<file path="src/rtl/serial_receiver_if.sv">
// Bus between a serial_receiver and its environment: the serial line,
// the consumer handshake and the status flags.
interface serial_receiver_if;
  logic       serial_in;
  logic       ready;
  logic [6:0] data_out;
  logic       valid;
  logic       parity_err;
  logic       frame_err;
  logic       overrun;
  logic       busy;

  modport master (
    output serial_in, ready,
    input  data_out, valid, parity_err, frame_err, overrun, busy
  );

  modport slave (
    input  serial_in, ready,
    output data_out, valid, parity_err, frame_err, overrun, busy
  );
endinterface

</file>
<file path="src/rtl/serial_receiver.sv">
// One-sample-per-clock receiver for start + 7 data (LSB first) + even parity + stop frames.
// Parity checking is enabled by defining RX_PARITY_CHECK_EN; otherwise the parity bit is skipped.
module serial_receiver (
  input logic             clk,
  input logic             rstn,
  serial_receiver_if.slave rx
);

  localparam logic [1:0] IDLE   = 2'd0;
  localparam logic [1:0] DATA   = 2'd1;
  localparam logic [1:0] PARITY = 2'd2;
  localparam logic [1:0] STOP   = 2'd3;

  logic [1:0] state;
  logic [2:0] bit_cnt;
  logic [6:0] shift_reg;
  logic       stop_ok;
  logic       parity_ok;
  logic       good_frame;
  logic       handshake;

`ifdef RX_PARITY_CHECK_EN
  logic parity_bit;
`endif

  always_comb begin
    stop_ok    = (state == STOP) && rx.serial_in;
`ifdef RX_PARITY_CHECK_EN
    parity_ok  = ((^shift_reg) == parity_bit);
`else
    parity_ok  = 1'b1;
`endif
    good_frame = stop_ok && parity_ok;
    handshake  = rx.valid && rx.ready;
  end

  assign rx.busy = (state != IDLE);

  // Frame sequencing; STOP always returns to IDLE so a low stop bit is never taken as a start bit
  always_ff @(posedge clk or negedge rstn) begin
    if (!rstn) begin
      state     <= IDLE;
      bit_cnt   <= 3'd0;
      shift_reg <= 7'd0;
`ifdef RX_PARITY_CHECK_EN
      parity_bit <= 1'b0;
`endif
    end else begin
      case (state)
        IDLE: begin
          if (!rx.serial_in) begin
            state   <= DATA;
            bit_cnt <= 3'd0;
          end
        end
        DATA: begin
          shift_reg <= {rx.serial_in, shift_reg[6:1]};
          bit_cnt   <= bit_cnt + 3'd1;
          if (bit_cnt == 3'd6)
            state <= PARITY;
        end
        PARITY: begin
`ifdef RX_PARITY_CHECK_EN
          parity_bit <= rx.serial_in;
`endif
          state <= STOP;
        end
        default: state <= IDLE;
      endcase
    end
  end

  // A completing word may replace the held one only if it is consumed in the same cycle
  always_ff @(posedge clk or negedge rstn) begin
    if (!rstn) begin
      rx.data_out  <= 7'd0;
      rx.valid     <= 1'b0;
      rx.frame_err <= 1'b0;
      rx.overrun   <= 1'b0;
    end else begin
      rx.frame_err <= (state == STOP) && !rx.serial_in;
      if (handshake) begin
        rx.valid   <= 1'b0;
        rx.overrun <= 1'b0;
      end
      if (good_frame) begin
        if (!rx.valid || rx.ready) begin
          rx.data_out <= shift_reg;
          rx.valid    <= 1'b1;
        end else begin
          rx.overrun <= 1'b1;
        end
      end
    end
  end

`ifdef RX_PARITY_CHECK_EN
  always_ff @(posedge clk or negedge rstn) begin
    if (!rstn)
      rx.parity_err <= 1'b0;
    else
      rx.parity_err <= stop_ok && !parity_ok;
  end
`else
  assign rx.parity_err = 1'b0;
`endif

endmodule

</file>
<file path="src/flat_wrapper.sv">
// flat-port wrapper written by rule: the top's interface ports become plain ports
module serial_receiver_flat 
  (clk, rstn, rx_serial_in, rx_ready, rx_data_out, rx_valid, rx_parity_err, rx_frame_err, rx_overrun, rx_busy);
  serial_receiver_if rx_i ();
  input logic clk;
  input logic rstn;
  input wire logic [$bits(rx_i.serial_in)-1:0] rx_serial_in;
  input wire logic [$bits(rx_i.ready)-1:0] rx_ready;
  output wire logic [$bits(rx_i.data_out)-1:0] rx_data_out;
  output wire logic [$bits(rx_i.valid)-1:0] rx_valid;
  output wire logic [$bits(rx_i.parity_err)-1:0] rx_parity_err;
  output wire logic [$bits(rx_i.frame_err)-1:0] rx_frame_err;
  output wire logic [$bits(rx_i.overrun)-1:0] rx_overrun;
  output wire logic [$bits(rx_i.busy)-1:0] rx_busy;
  assign rx_i.serial_in = rx_serial_in;
  assign rx_i.ready = rx_ready;
  assign rx_data_out = rx_i.data_out;
  assign rx_valid = rx_i.valid;
  assign rx_parity_err = rx_i.parity_err;
  assign rx_frame_err = rx_i.frame_err;
  assign rx_overrun = rx_i.overrun;
  assign rx_busy = rx_i.busy;
  serial_receiver u_core (.clk(clk), .rstn(rstn), .rx(rx_i));
endmodule
</file>
<file path="config.mk">
export PLATFORM = sky130hd
export DESIGN_NAME = serial_receiver_flat
export DESIGN_NICKNAME = d
export VERILOG_FILES = /design/src/rtl/serial_receiver_if.sv /design/src/rtl/serial_receiver.sv /design/src/flat_wrapper.sv
export SDC_FILE = /design/constraint.sdc
export NUM_CORES = 1
export LEC_CHECK = 0
export ABC_CLOCK_PERIOD_IN_PS = 1800
export BUFFER_PORTS_ARGS = -buffer_cell sky130_fd_sc_hd__buf_2
export CORE_ASPECT_RATIO = 0.8
export CORE_MARGIN = 2
export CORE_UTILIZATION = 30
export DETAILED_ROUTE_END_ITERATION = 12
export PLACE_DENSITY = 0.44
export RECOVER_POWER = 100
export SYNTH_ARGS = -nofsm -noshare
export SYNTH_HDL_FRONTEND = slang
export SYNTH_SLANG_ARGS = --single-unit
export TNS_END_PERCENT = 5
</file>
<file path="constraint.sdc">
create_clock -name clk -period 1.8 [get_ports clk]
set_input_delay 0.18 -clock clk [delete_from_list [all_inputs] [get_ports clk]]
set_output_delay 0.18 -clock clk [all_outputs]
set_load 0.05 [all_outputs]
</file>
==> flow_metrics.tcl <==
set metrics [dict create \
    status "completed" \
    syn_inst 72 \
    pin_count 16 \
    vias 579 \
    clockRootBuffer "clkbuf_8" \
    overflow 0 \
    layout-drive-gt1-share_pct 31.1 \
    synth.top_cell.area_share_pct 55.8 \
    stdcell_area_mm2 0.00115 \
    rsz0062_at_grt "no" \
    wire_per_inst_um 12.1 \
    worst_slew_pin_slew_ns 1.19 \
    grt_max_degree 23 \
    finClkSkew_ns 0.00318 \
    yosysSeqAreaShare_pct 55.8 \
    slew_viol_final 0 \
    critPathMaxFanout 8 \
    cts_tree "built" \
    finalSetupTns_ns 0 \
    grt_pass1_wl_um 2610 \
    path_clk_slew_ns 0.08 \
    area_growth_pct 16.6 \
    grt_pass1_vias 558 \
    min_period_over_period_pct 82.8 \
    first_pass_iters 2 \
    yosys_register_bits 22 \
    dpl_cell_area_mm2 0.00110 \
    drc 0 \
    antenna_found_initial 0 \
    nNetsFinal 102 \
    start_kind "flip-flop" \
    synth_area_leaders "dfrtp_1 (56%), mux2_2 (18%), ha_1 (8.9%)" \
    drtIter0Drc 2 \
    post_cts.repair.setup_buffers 0 \
    grt_usage_pct 9.22 \
    syn_area_um2 986 \
    cts_max_path_buffers 2 \
    cts_resized 0 \
    avgSynthCellArea_um2 13.7 \
    via_per_inst 4.45 \
    dp_hpwl_um 1140 \
    die_x_um 68.1 \
    gp_congestion 0.664 \
    fp.coreArea_mm2 0.00311 \
    crit_arrival_ns 1.64 \
    critPathKind "reg2reg" \
    fin_crit_ns 1.49 \
    hp-class "in2reg" \
    synth_warnings 0 \
    numCtsBuffers 3 \
    fp.dieH_um 55.3 \
    dieArea_mm2 0.00376 \
    syn_nets 83 \
    wl_um 1570 \
    clock_sinks 22 \
    yosys.area.top_type "dfrtp_1" \
    max_cap_violations 0 \
    hold_viol 0 \
    worst_ep_required_time_ns 1.94 \
    drt.antenna.violating_nets 0 \
    clock_latency_ns 0.26 \
    start_util_pct 31.7 \
    n_antenna_cell 0 \
    ys_types 21 \
    fmax_mhz 671 \
    row_count 18 \
    htreeDepth 1 \
    port_buffers 14 \
    crit_path_end_kind "flip-flop" \
    relSlewSlack_pct 20.4 \
    setup_violations 0 \
    fillCellCount 333 \
]
## cells in the final DEF (no fill, tap or decap)
master / netlist / routed
a21bo_2: 1 / 1
a21oi_1: 2 / 2
a21oi_4: 1 / 1
a22o_1: 1 / 1
a22o_2: 1 / 1
a31oi_1: 1 / 1
and2b_2: 1 / 1
buf_2: 1 / 2
buf_4: 1 / 1
clkbuf_1: 0 / 11
clkbuf_2: 0 / 1
clkbuf_8: 0 / 4
conb_1: 1 / 1
dfrtp_1: 22 / 22
dlygate4sd3_1: 0 / 1
ha_1: 7 / 7
inv_1: 6 / 6
mux2_2: 16 / 16
mux2i_1: 1 / 1
nand2_1: 3 / 4
nand3_1: 1 / 1
o21ai_0: 2 / 2
o21bai_1: 1 / 1
o2bb2ai_1: 1 / 1
## final timing paths
kind / cells after the start / start / slack (ns) / endpoint
min reg2reg: 1 / u_core.rx.data_out[3] / 0.51 / u_core.rx.data_out[3]
min: 2 / rx_ready / 0.12 / u_core.rx.overrun
max: 4 / u_core.state[1] / 0.31 / u_core.state[1]
max reg2reg: 4 / u_core.state[1] / 0.31 / u_core.state[1]
min in group asynchronous: 2 / rstn / 0.68 / u_core.state[0]
max in group asynchronous: 2 / rstn / 0.41 / u_core.shift_reg[3]
## per-stage QoR
step | util (%) | worst slack, ns | cells | hold slack (ns)
final | 37.0 | 0.309 | 130 | 0.116
after global routing | 37.0 | 0.115 | 130 | 0.116
after CTS | 37.5 | 0.309 | 130 | 0.110
after detailed placement | 35.4 | 0.319 | 125 | 0.184
after floorplan | - | 0.419 | 72 | -0.116
after global placement | 35.4 | 0.320 | 125 | 0.179
## cells in the mapped netlist
cell type   n
ha_1        7
buf_4       1
and2b_2     1
mux2_2     16
a22o_1      1
a21bo_2     1
nand3_1     1
a21oi_4     1
conb_1      1
a31oi_1     1
nand2_2     1
dfrtp_1    22
inv_1       6
o2bb2ai_1   1
a22o_2      1
a21oi_1     2
nand2_1     3
o21bai_1    1
buf_2       1
mux2i_1     1
o21ai_0     2
## cell families after synthesis
| kind of cell | after synthesis | synth area share, % |
|---|---|---|
| mux | 17 | 19.3 |
| compound gates | 11 | 8.88 |
| simple gates | 6 | 3.17 |
| fa+ha+maj | 7 | 8.88 |
| flops | 22 | 55.8 |
| buf+inv | 8 | 3.55 |
| other cells | 1 | 0.380 |
## routing by layer
layer / part of all wire (%) / GRT usage [%] / wire (µm)
met1: 53 / 13.0 / 829
met2: 41 / 13.0 / 648
met3: 5.3 / 4.28 / 83
met4: 0.64 / 1.71 / 10
met5: 0 / 0 / 0
## worst max-delay path, stage by stage, from the launching register on
cell and delay (ns):
dfrtp_1 0.41, inv_1 0.10, ha_1 0.32, a22o_2 0.22, mux2_2 0.33
## layout make-up
type | count | area [µm²] | area share [%]
sequential | 22 | 551 | 47.9
multi-input combinational | 42 | 398 | 34.6
timing repair buffer | 16 | 73.8 | 6.42
clock buffer | 4 | 55.1 | 4.79
tap | 40 | 50.0 | 4.35
inverter | 6 | 22.5 | 1.96
## what timing repair did
item | in CTS | in global routing
setup endpoints to repair | 0 | 0
endpoints found under the hold margin | 22 | 0
hold buffers | 1 | 0
Power is left out: the tool's default activity adds up to more than one toggle a clock period on the data nets, which glitch-free logic cannot reach.
